<file path="src/rtl/regfile_scoreboard_pkg.sv">
// Shared constants and types for the register file and its pending-write
// scoreboard.
//   STACK_POINTER_INIT : reset value of the stack pointer register
//   ZERO               : architectural zero value
//   REG_SP             : index of the stack pointer register
//   PCW_DEFAULT        : default width of a pending-write counter
//   pend_cnt_t         : pending-write counter at the default width
package regfile_scoreboard_pkg;

    localparam logic [31:0] STACK_POINTER_INIT = 32'h0001_0000;
    localparam logic [31:0] ZERO               = 32'h0000_0000;
    localparam logic [4:0]  REG_SP             = 5'd2;
    localparam int          PCW_DEFAULT        = 2;

    typedef logic [PCW_DEFAULT-1:0] pend_cnt_t;

endpackage

</file>
<file path="src/rtl/sb_counter.sv">
// Saturating up/down pending-write counter for one register.
//   clk, rst : clock, synchronous active-high reset
//   clr      : drop all pending writes (pipeline flush)
//   inc      : an instruction writing this register was issued
//   dec      : a writeback to this register happened
//   cnt      : current number of outstanding writes
//   err      : overflow/underflow event this cycle (combinational)
module sb_counter
    import regfile_scoreboard_pkg::*;
#(
    parameter int PCW = PCW_DEFAULT
) (
    input  logic           clk,
    input  logic           rst,
    input  logic           clr,
    input  logic           inc,
    input  logic           dec,
    output logic [PCW-1:0] cnt,
    output logic           err
);

    localparam logic [PCW-1:0] CNT_MAX = '1;

    // A simultaneous inc and dec cancel out, so neither end of the range can
    // be violated. A flush discards the whole count, so nothing can be wrong.
    assign err = !clr && ((inc && !dec && (cnt == CNT_MAX)) ||
                          (dec && !inc && (cnt == '0)));

    always_ff @(posedge clk) begin
        if (rst || clr) begin
            cnt <= '0;
        end else if (inc && !dec) begin
            if (cnt != CNT_MAX) cnt <= cnt + 1'b1;
        end else if (dec && !inc) begin
            if (cnt != '0) cnt <= cnt - 1'b1;
        end
    end

endmodule

</file>
<file path="src/rtl/regfile_scoreboard.sv">
// Integer register file with write-to-read bypass and a per-register
// pending-write scoreboard for RAW hazard detection.
//   clk, rst      : clock, synchronous active-high reset
//   rs_addr_i     : NRD packed read addresses
//   rs_data_o     : NRD packed read data (combinational, bypassed)
//   rs_busy_o     : per-port "producer still outstanding" flag
//   issue_valid_i : decode issues an instruction writing issue_rd_i
//   wb_valid_i    : writeback of wb_data_i to wb_rd_i
//   flush_i       : clear all pending counters
//   err_o         : sticky scoreboard overflow/underflow flag
module regfile_scoreboard
    import regfile_scoreboard_pkg::*;
#(
    parameter int                 DWIDTH  = 32,
    parameter int                 NREGS   = 32,
    parameter int                 NRD     = 2,
    parameter int                 PCW     = PCW_DEFAULT,
    parameter logic [DWIDTH-1:0]  SP_INIT = DWIDTH'(STACK_POINTER_INIT),
    localparam int                AWIDTH  = $clog2(NREGS)
) (
    input  logic                  clk,
    input  logic                  rst,
    input  logic [NRD*AWIDTH-1:0] rs_addr_i,
    output logic [NRD*DWIDTH-1:0] rs_data_o,
    output logic [NRD-1:0]        rs_busy_o,
    input  logic                  issue_valid_i,
    input  logic [AWIDTH-1:0]     issue_rd_i,
    input  logic                  wb_valid_i,
    input  logic [AWIDTH-1:0]     wb_rd_i,
    input  logic [DWIDTH-1:0]     wb_data_i,
    input  logic                  flush_i,
    output logic                  err_o
);

    logic [DWIDTH-1:0] regs    [NREGS];
    logic [PCW-1:0]    cnt     [NREGS];
    logic [NREGS-1:0]  cnt_err;

    // Register 0 is never written after reset, so reading it needs no
    // special case in the read mux.
    always_ff @(posedge clk) begin
        if (rst) begin
            for (int i = 0; i < NREGS; i++) begin
                regs[i] <= (i == int'(REG_SP)) ? SP_INIT : DWIDTH'(ZERO);
            end
        end else if (wb_valid_i && (wb_rd_i != '0)) begin
            regs[wb_rd_i] <= wb_data_i;
        end
    end

    // Register 0 has no counter: it is permanently not busy.
    assign cnt[0]     = '0;
    assign cnt_err[0] = 1'b0;

    for (genvar r = 1; r < NREGS; r++) begin : g_cnt
        sb_counter #(
            .PCW (PCW)
        ) u_cnt (
            .clk (clk),
            .rst (rst),
            .clr (flush_i),
            .inc (issue_valid_i && (issue_rd_i == AWIDTH'(r))),
            .dec (wb_valid_i && (wb_rd_i == AWIDTH'(r))),
            .cnt (cnt[r]),
            .err (cnt_err[r])
        );
    end

    always_ff @(posedge clk) begin
        if (rst) begin
            err_o <= 1'b0;
        end else if (|cnt_err) begin
            err_o <= 1'b1;
        end
    end

    for (genvar k = 0; k < NRD; k++) begin : g_rd
        logic [AWIDTH-1:0] ra;
        logic              hit;

        assign ra  = rs_addr_i[k*AWIDTH +: AWIDTH];
        assign hit = wb_valid_i && (wb_rd_i == ra) && (ra != '0);

        assign rs_data_o[k*DWIDTH +: DWIDTH] = rst ? '0 : (hit ? wb_data_i : regs[ra]);

        // The last outstanding producer writing back right now clears the
        // hazard in the same cycle, matching the bypassed data.
        assign rs_busy_o[k] = !rst && (cnt[ra] != '0) &&
                              !(hit && (cnt[ra] == PCW'(1)));
    end

endmodule

</file>
<file path="config.mk">
export PLATFORM = sky130hd
export DESIGN_NAME = regfile_scoreboard
export DESIGN_NICKNAME = d
export VERILOG_FILES = /design/src/rtl/regfile_scoreboard_pkg.sv /design/src/rtl/sb_counter.sv /design/src/rtl/regfile_scoreboard.sv
export SDC_FILE = /design/constraint.sdc
export NUM_CORES = 2
export LEC_CHECK = 0
export CAP_MARGIN = 20
export CORE_ASPECT_RATIO = 0.6
export CORE_UTILIZATION = 55
export CTS_CLUSTER_SIZE = 30
export DETAILED_ROUTE_END_ITERATION = 8
export PLACE_DENSITY = 0.83
export SLEW_MARGIN = 10
export SYNTH_ARGS = -nofsm -noshare
export SYNTH_HDL_FRONTEND = slang
export SYNTH_SLANG_ARGS = --single-unit
</file>
<file path="constraint.sdc">
create_clock -name clk -period 5.46 [get_ports clk]
set_input_delay 0.819 -clock clk [delete_from_list [all_inputs] [get_ports clk]]
set_output_delay 0.819 -clock clk [all_outputs]
set_load 0.01 [all_outputs]
</file>
==> impl_metrics.yaml <==
synthesis:
  async_flop_share_pct: 0
  synth_edf_count: 1024
  synth_seq_area_share_pct: 52.9
  synthCells: 4384
  synth_seq_cells: 1087
  netlist_area_um2: 60500
  synthFlopType: "edfxtp_1"
  ys_types: 69
  synth_warnings: 0
  syn_area_per_cell_um2: 13.8
placed_design:
  dp.cells: 5695
  numPortBuffers: 123
  place_ws_ps: 562
  place.gp.congestion: 0.962
  dpl.hpwl_um: 124000
clock_network:
  hold_buffers: 0
  post-cts-setup-buffers: 0
  cts_tree: "built"
  htreeDepth: 3
  post_cts_resized: 0
  numCtsBuffers: 98
  clkTransAtPathRegs_ps: 60
  insertion_delay_ps: 720
  cts_root_buf: "clkbuf_16"
  clock-sinks: 1087
  clockBufferDepth: 3
sta:
  setup_viol: 0
  setup_tns_ps: 0
  clock_skew_ps: 15.9
  worst_pin_slew_ps: 1180
  period_share_pct: 97.6
  slew_violations: 0
  slew_headroom_pct: 20.8
  rsz0062_at_grt: "no"
  fmax_mhz: 188
  hold_viol: 0
  min_period_ps: 5330
  timing.final.ws_setup_ps: 129
global_route:
  grt_busiest_layer: "met2"
  grt_max_degree: 114
  grt_pass1_vias: 41500
  grt_first_pass_wirelength_um: 290000
  met2_usage_pct: 51.2
  grt_overflow: 0
  met3_usage_pct: 14.6
  grt_usage_pct: 36.2
  grt_use_met1_pct: 49.6
  grt_antenna_before_repair: 8
run:
  max_cap_viol_count: 0
worst_setup_path:
  cp_slowest_cell: "nor3_1"
  path_class: "in2out"
  crit_required_ps: 4640
  crit_path_cell_trace: "buf_6 -> nand2_2 -> buf_4 -> o211ai_1 -> a21oi_1 -> nor3_1 -> nor3_1 -> clkdlybuf4s50_1"
  crit_path_end_kind: "primary output"
  worstSetupStartpointType: "primary input"
  cp.arrival_ps: 4510
  critPathMostFrequentCell: "nor3_1"
  critPathMaxStageDelay_ps: 790
  worst-path-max-fanout: 35
floorplanning:
  die_h_um: 259
  num_io_pins: 124
  rows: 93
  start_util_pct: 55.9
  core-area_um2: 108000
  die_w_um: 430
  die-area_um2: 111000
outcome:
  outcome: "finished, final reports clean"
routing:
  wl_per_cell_um: 34.3
  antenna_left: 0
  first_pass_iters: 6
  drt_iter0_drc: 8236
  viasPerCell: 7.32
  via_count: 43100
  routed_wl_um: 202000
  drcViolationCount: 0
finish:
  final_common_cell: "edfxtp_1"
  final_util_pct: 62.3
  nets: 4438
  antenna_cells: 0
  synthToLayoutAreaGrowth_pct: 11.3
  fin_cells: 5883
  mostFrequentLayoutCells: "edfxtp_1 (1024), and2_1 (994), mux4_2 (528), mux2i_1 (208), buf_4 (170)"
  drive_above_1_share_pct: 22.2
power:
  irDropWorstVdd_v: 0.000272
  p_leak_nw: 23.0
  p_per_area_nw_per_um2: 291
worst_hold_path:
  hold_path.class: "reg2reg"
## synthesized netlist by cell type, types with 63 or more instances
library cell  count  share of area [%]
dfxtp_1          63                2.1
mux2i_1         208                3.4
o211ai_1         85                1.1
nor3_1           77               0.64
mux4_2          528                 20
a21oi_1         112               0.93
and2_1          994                 10
nor2_1          128               0.79
edfxtp_1       1024                 51
buf_2           103               0.85
o21ai_0         134                1.1
nand2_1         120               0.74
clkbuf_1        334                2.1
## stage by stage
step / hold slack (ps) / instance area [um2] / total power [W]
after floorplan: 479 / 60600 / 0.0114
after global placement: 519 / 63900 / 0.0123
after detailed placement: 525 / 63900 / 0.0124
after CTS: 532 / 67100 / 0.0194
after global routing: 571 / 67300 / 0.0199
final: 545 / 67300 / 0.0196
## metal layers
layer	up-vias	part of all wire, %
li1	16800	-
met1	21100	35
met2	4479	42
met3	641	18
met4	10	4.6
met5	-	0.20
## worst paths after layout
path / cells after the start / slack [ps] / from / end
max: 8 / 130 / rs_addr_i[8] / rs_data_o[47]
min reg2reg: 2 / 540 / g_cnt[3].u_cnt.cnt[1]$_SDFFE_PP0P_ / g_cnt[3].u_cnt.cnt[1]$_SDFFE_PP0P_
min: 2 / 540 / g_cnt[3].u_cnt.cnt[1]$_SDFFE_PP0P_ / g_cnt[3].u_cnt.cnt[1]$_SDFFE_PP0P_
max reg2reg: 5 / 3130 / g_cnt[29].u_cnt.cnt[0]$_SDFFE_PP0P_ / err_o$_SDFFE_PP0P_
## cell families (layout without fill, tap and decap cells)
group / after synthesis / in the layout / share of synthesized area (%)
AND/OR/NAND/NOR: 1491 / 1491 / 14.4
flip-flops: 1087 / 1087 / 52.9
multiplexers: 742 / 742 / 23.2
AO/OA/AOI/OAI: 560 / 560 / 5.98
buffers and inverters: 494 / 537 / 3.33
XOR/XNOR: 9 / 9 / 0.130
other: 1 / 32 / 0.00620
## critical path: cells and delay by family
family / cells / cell delay, ps
and+or+nand+nor: 3 / 1600
buffers and inverters: 3 / 1480
AOI/OAI and AO/OA: 2 / 530
## where the power goes
part | total (W) | leakage, nW | internal [W] | switching, W
Combinational | 0.00257 | 11.2 | 0.00111 | 0.00146
Clock | 0.00717 | 1.55 | 0.00394 | 0.00323
Sequential | 0.00981 | 10.3 | 0.00955 | 0.000262
Total | 0.0196 | 23.0 | 0.0146 | 0.00495
## flip-flops by register name (all words and copies together) (netlist names)
signal           count
regs              1024
g_cnt.u_cnt.cnt     62
err_o                1
## cell type report
| type | count | area (um2) |
|---|---|---|
| Clock inverter | 61 | 614 |
| Sequential cell | 1087 | 32000 |
| Fill cell | 7612 | 40800 |
| Inverter | 24 | 90.1 |
| Clock buffer | 116 | 2580 |
| Tap cell | 1425 | 1780 |
| Timing Repair Buffer | 336 | 3390 |
| Multi-Input combinational cell | 2834 | 26800 |
Note: power is estimated with default switching activity, not from simulation.
